$ cat src/rtl/mmcm_lock_supervisor.sv
// MMCM lock supervisor: sequences the MMCM reset, qualifies LOCKED through a
// synchronizer and stability window, and gates the downstream reset and clock-good flag.
module mmcm_lock_supervisor #(
    parameter int RST_PULSE_CYCLES    = 16,
    parameter int LOCK_TIMEOUT_CYCLES = 40000,
    parameter int STABLE_CYCLES       = 1024,
    parameter int MAX_RETRIES         = 4,
    parameter int CNT_W               = 16
) (
    input  logic       osc_clk_i,
    input  logic       rst_i,
    input  logic       mmcm_locked_i,
    input  logic       force_reset_i,
    output logic       mmcm_rst_o,
    output logic       sys_reset_n_o,
    output logic       clock_good_o,
    output logic       fault_o,
    output logic [2:0] retry_cnt_o,
    output logic [7:0] lol_cnt_o,
    output logic [2:0] state_o
);

    typedef enum logic [2:0] {
        ST_RESET_PULSE = 3'd0,
        ST_WAIT_LOCK   = 3'd1,
        ST_STABLE      = 3'd2,
        ST_RUN         = 3'd3,
        ST_FAULT       = 3'd4
    } state_t;

    localparam logic [CNT_W-1:0] TIMER_ONE     = {{(CNT_W-1){1'b0}}, 1'b1};
    localparam logic [CNT_W-1:0] RST_LAST      = CNT_W'(RST_PULSE_CYCLES - 1);
    localparam logic [CNT_W-1:0] TIMEOUT_LAST  = CNT_W'(LOCK_TIMEOUT_CYCLES - 1);
    localparam logic [CNT_W-1:0] STABLE_LAST   = CNT_W'(STABLE_CYCLES - 1);
    localparam logic [31:0]      MAX_RETRIES_U = 32'(MAX_RETRIES);

    state_t             state_r;
    state_t             state_nxt_s;
    logic [CNT_W-1:0]   timer_r;
    logic [CNT_W-1:0]   timer_nxt_s;
    logic [2:0]         retry_cnt_r;
    logic [2:0]         retry_nxt_s;
    logic [7:0]         lol_cnt_r;
    logic [7:0]         lol_nxt_s;
    logic               sync_meta_r;
    logic               lock_sync_r;
    logic               mmcm_rst_r;
    logic               sys_reset_n_r;
    logic               clock_good_r;
    logic               fault_r;
    logic               last_retry_s;
    logic [2:0]         retry_inc_s;

    assign last_retry_s = (({29'd0, retry_cnt_r} + 32'd1) == MAX_RETRIES_U);
    assign retry_inc_s  = (retry_cnt_r == 3'd7) ? 3'd7 : (retry_cnt_r + 3'd1);

    // Two-flop synchronizer for the asynchronous LOCKED input.
    always_ff @(posedge osc_clk_i) begin
        if (rst_i) begin
            sync_meta_r <= 1'b0;
            lock_sync_r <= 1'b0;
        end else begin
            sync_meta_r <= mmcm_locked_i;
            lock_sync_r <= sync_meta_r;
        end
    end

    // Next-state, timer and counter decisions; force_reset_i overrides all state logic.
    always_comb begin
        state_nxt_s = state_r;
        timer_nxt_s = timer_r;
        retry_nxt_s = retry_cnt_r;
        lol_nxt_s   = lol_cnt_r;
        if (force_reset_i) begin
            state_nxt_s = ST_RESET_PULSE;
            timer_nxt_s = '0;
            retry_nxt_s = 3'd0;
        end else begin
            case (state_r)
                ST_RESET_PULSE: begin
                    if (timer_r == RST_LAST) begin
                        state_nxt_s = ST_WAIT_LOCK;
                        timer_nxt_s = '0;
                    end else begin
                        timer_nxt_s = timer_r + TIMER_ONE;
                    end
                end
                ST_WAIT_LOCK: begin
                    if (lock_sync_r) begin
                        state_nxt_s = ST_STABLE;
                        timer_nxt_s = '0;
                    end else if (timer_r == TIMEOUT_LAST) begin
                        state_nxt_s = last_retry_s ? ST_FAULT : ST_RESET_PULSE;
                        retry_nxt_s = retry_inc_s;
                        timer_nxt_s = '0;
                    end else begin
                        timer_nxt_s = timer_r + TIMER_ONE;
                    end
                end
                ST_STABLE: begin
                    // A dropout restarts the timeout window without charging a retry.
                    if (!lock_sync_r) begin
                        state_nxt_s = ST_WAIT_LOCK;
                        timer_nxt_s = '0;
                    end else if (timer_r == STABLE_LAST) begin
                        state_nxt_s = ST_RUN;
                        retry_nxt_s = 3'd0;
                        timer_nxt_s = '0;
                    end else begin
                        timer_nxt_s = timer_r + TIMER_ONE;
                    end
                end
                ST_RUN: begin
                    if (!lock_sync_r) begin
                        state_nxt_s = ST_RESET_PULSE;
                        timer_nxt_s = '0;
                        lol_nxt_s   = (lol_cnt_r == 8'hFF) ? 8'hFF : (lol_cnt_r + 8'd1);
                    end else begin
                        state_nxt_s = ST_RUN;
                    end
                end
                ST_FAULT: begin
                    state_nxt_s = ST_FAULT;
                end
                default: begin
                    state_nxt_s = ST_RESET_PULSE;
                    timer_nxt_s = '0;
                end
            endcase
        end
    end

    // State, counters and outputs, all decoded from the next state so they register together.
    always_ff @(posedge osc_clk_i) begin
        if (rst_i) begin
            state_r       <= ST_RESET_PULSE;
            timer_r       <= '0;
            retry_cnt_r   <= 3'd0;
            lol_cnt_r     <= 8'd0;
            mmcm_rst_r    <= 1'b1;
            sys_reset_n_r <= 1'b0;
            clock_good_r  <= 1'b0;
            fault_r       <= 1'b0;
        end else begin
            state_r       <= state_nxt_s;
            timer_r       <= timer_nxt_s;
            retry_cnt_r   <= retry_nxt_s;
            lol_cnt_r     <= lol_nxt_s;
            mmcm_rst_r    <= (state_nxt_s == ST_RESET_PULSE) || (state_nxt_s == ST_FAULT);
            sys_reset_n_r <= (state_nxt_s == ST_RUN);
            clock_good_r  <= (state_nxt_s == ST_RUN);
            fault_r       <= (state_nxt_s == ST_FAULT);
        end
    end

    assign mmcm_rst_o    = mmcm_rst_r;
    assign sys_reset_n_o = sys_reset_n_r;
    assign clock_good_o  = clock_good_r;
    assign fault_o       = fault_r;
    assign retry_cnt_o   = retry_cnt_r;
    assign lol_cnt_o     = lol_cnt_r;
    assign state_o       = state_r;

endmodule

$ cat config.mk
export PLATFORM = sky130hd
export DESIGN_NAME = mmcm_lock_supervisor
export DESIGN_NICKNAME = d
export VERILOG_FILES = /design/src/rtl/mmcm_lock_supervisor.sv
export SDC_FILE = /design/constraint.sdc
export NUM_CORES = 1
export LEC_CHECK = 0
export CAP_MARGIN = 15
export CORE_AREA = 2 2 86 88
export CTS_BUF_LIST = sky130_fd_sc_hd__clkbuf_4
export DETAILED_ROUTE_END_ITERATION = 12
export DIE_AREA = 0 0 88 90
export GPL_TIMING_DRIVEN = 0
export PLACE_DENSITY = 0.51
export SYNTH_ARGS = -nofsm -noshare
export SYNTH_HDL_FRONTEND = slang
export SYNTH_SLANG_ARGS = --single-unit
export TNS_END_PERCENT = 20
$ cat constraint.sdc
create_clock -name osc_clk_i -period 2.47 [get_ports osc_clk_i]
set_input_delay 0.494 -clock osc_clk_i [delete_from_list [all_inputs] [get_ports osc_clk_i]]
set_output_delay 0.494 -clock osc_clk_i [all_outputs]
set_load 0.05 [all_outputs]
==> run_results.csv <==
group,metric,value,unit
run_status,status,"completed",
cts,htreeDepth,2,
cts,cts_setup_buffers,0,
critical_path,worstPathMaxFanout,10,
timing,fin_tns_setup,0,ps
critical_path,cp_data_arrival_time,2510,ps
timing,max-slew-margin-rel,0.382,
synthesis,synth.avg_cell_area,9.04,um2
cts,worstSkewPairLatency,330,ps
min_path,whs_endpoint,"lock_sync_r",
synthesis,syn_nets,198,
timing,finalCritPeriodShare,0.925,
synthesis,syn_area,1700,um2
global_route,grt_pass1_vias,1286,
layout,utilization,0.296,
job,drv_cap,0,
placement,port_buffers,21,
critical_path,crit_chain,"or4_4 > o41ai_2 > o22ai_1 > o31ai_4 > buf_6 > nor2_1",
timing,clock_skew,8.11,ps
synthesis,ys_ff_latch,35,
synthesis,yosysWarningCount,0,
min_path,holdCritStartpoint,"sync_meta_r",
cts,cts.clk_slew.worst_paths,100,ps
layout,layout-drive-gt1-share,0.0698,
detailed_routing,num_vias,1433,
power_and_ir_drop,pwr_density_cell,426,nW/um2
layout,area_growth,22.3,%
layout,fill_cells,755,
global_route,antenna_found_initial,0,
synthesis,synth_area_leaders,"dfxtp_1, nor2_1, xor2_1, ha_1, xnor2_1",
synthesis,ys_seq_area_frac,0.412,
critical_path,max_stage_delay,570,ps
layout,antenna-diode-count,0,
cts,holdBufCountCts,0,
global_route,grt_pass1_wl,6.06,mm
min_path,hp-class,"register to register",
detailed_routing,wl,3.55,mm
timing,rsz0062_at_grt,"no",
global_route,globalRouteMet2Util,0.136,
critical_path,ff2ff_path_depth,6,
synthesis,synth.largest_area_cell,"dfxtp_1",
synthesis,synthCells,188,
timing,period_minus_slack,2290,ps
die,chipWidth,88,um
cts,root_buffer,"clkbuf_4",
critical_path,startpoint_type,"register",
timing,fin_ws,184,ps
critical_path,crit_buf_inv,1,
critical_path,reg2reg_from,"timer_r[11]",
critical_path,critical-path-top-delay-family,"compound AO/OA/AOI/OAI gates",
die,num_rows,31,
cts,cts_sinks,35,
global_route,grt_overflow_total,0,
synthesis,ys.flop_type,"dfxtp_1",
cts,numCtsBuffers,5,
layout,multi_input_area,951,um2
global_route,top_usage_layer,"met2",
layout,fin_nets,226,
critical_path,required,2700,ps
synthesis,yosys.area.top_type_share,0.412,
critical_path,reg2reg_slack,180,ps
synthesis,synth_edf_count,0,
timing,slew_viol_final,0,
layout,seq_area,701,um2
timing,fmax,0.438,GHz
timing,final-setup-viol-count,0,
cts,clockBufferDepth,2,
detailed_routing,vias_per_cell,4.56,
synthesis,async_flop_share,0,
critical_path,cp-end-kind,"register",
global_route,grt_max_degree,11,
critical_path,path_class,"register to register",
die,ios,22,
detailed_routing,firstDrtPassIters,4,
placement,hpwl,2.58,mm
critical_path,slowest_stage,"or4_4",
timing,finalHoldViolCount,0,
synthesis,synth_cell_type_count,43,
die,core_area,7020,um2
min_path,holdPathStages,1,
detailed_routing,ant_nets,0,
cts,post_cts_resized,0,
placement,post-place-ws,96.1,ps
timing,holdWs,461,ps
layout,final_common_cell,"dfxtp_1",
critical_path,timing.rr.end,"timer_r[14]",
power_and_ir_drop,power_leakage,0.717,nW
timing,tightest_slew,919,ps
die,dieHeight,90,um
global_route,grtUsageTotal,0.0959,
detailed_routing,wl_per_cell,11.3,um
global_route,use_met3,0.0303,
die,initial_core_util,0.242,
cts,cts_tree,"yes",
detailed_routing,drcViolationCount,0,
placement,gp_congestion,0.732,
global_route,grtUsageMet1,0.133,
die,dieArea,7920,um2
detailed_routing,initialDrtViolationCount,81,
layout,final_cell_mix,"dfxtp_1, nor2_1, clkdlybuf4s50_1",
power_and_ir_drop,vdd_drop_max,0.157,mV
power_and_ir_drop,p_total,0.000886,W
## worst max-delay path by stage
stage | start | end | slack (ps) | cells past startpoint
finish | timer_r[11] | timer_r[14] | 180 | 6
global route | timer_r[6] | timer_r[14] | 80 | 6
CTS | timer_r[6] | timer_r[8] | 140 | 6
detailed placement | force_reset_i | lol_cnt_o[5] | 100 | 5
global placement | force_reset_i | lol_cnt_o[5] | 130 | 5
floorplan | state_o[1] | lol_cnt_o[5] | 410 | 5
## metal layers
layer,share of wire,vias to the layer above
met5,0,-
met4,0.020,0
met3,0.037,5
met2,0.42,33
met1,0.53,655
li1,-,740
## cells in the mapped netlist (2+ instances only)
cell type	number
nor3_1	5
ha_1	6
o22ai_1	4
and2_1	3
a21oi_1	5
a211oi_1	3
nand3_1	9
nor2b_1	4
nand4_1	8
nor4_1	4
a21boi_0	2
o2111a_1	2
dfxtp_1	35
nand2_1	11
o21ai_0	4
a31oi_1	3
xor2_1	10
nand2b_1	2
o311a_1	2
clkbuf_1	2
inv_1	6
and3_1	5
xnor2_1	7
nand4b_1	2
or4_1	2
nor2_1	25
## flip-flops by register name, indices dropped and copies added, names as in the netlist
signal and flops:
clock_good_o 1, mmcm_rst_o 1, state_o 3, retry_cnt_o 3, fault_o 1, timer_r 16
lock_sync_r 1, lol_cnt_o 8, sync_meta_r 1
## power breakdown
part,switching [W],internal (W)
Sequential,0.00000321,0.000567
Combinational,0.0000134,0.0000112
Clock,0.000178,0.000112
## cells by family after synthesis
kind of cell	Yosys count	share of synthesized area
and+or+nand+nor	89	0.286
buffers and inverters	10	0.0287
DFF	35	0.412
AOI/OAI and AO/OA	30	0.136
muxes	1	0.00589
adders and majority gates	6	0.0441
xor gates and xnor gates	17	0.0876
## through the flow
stage / instance area [um2] / cells
2_1_floorplan: 1700 / 188
3_3_place_gp: 2030 / 308
3_5_place_dp: 2030 / 308
4_1_cts: 2080 / 314
5_1_grt: 2080 / 314
6_report: 2080 / 314
## worst register-to-register path: cells and delay by family, from the launching register on
kind,cells,cell delay [ps]
AO/OA/AOI/OAI,3,1000
AND/OR/NAND/NOR,2,620
flip-flops,1,360
buffers and inverters,1,200
## cell type report
| type | instances | area share |
|---|---|---|
| multi-input combinational | 143 | 0.457 |
| timing repair buffer | 21 | 0.101 |
| buffer | 4 | 0.0126 |
| clock buffer | 6 | 0.0217 |
| inverter | 6 | 0.0108 |
| sequential | 35 | 0.337 |
| tap | 99 | 0.0596 |
Note: power is estimated with default switching activity, not from simulation.
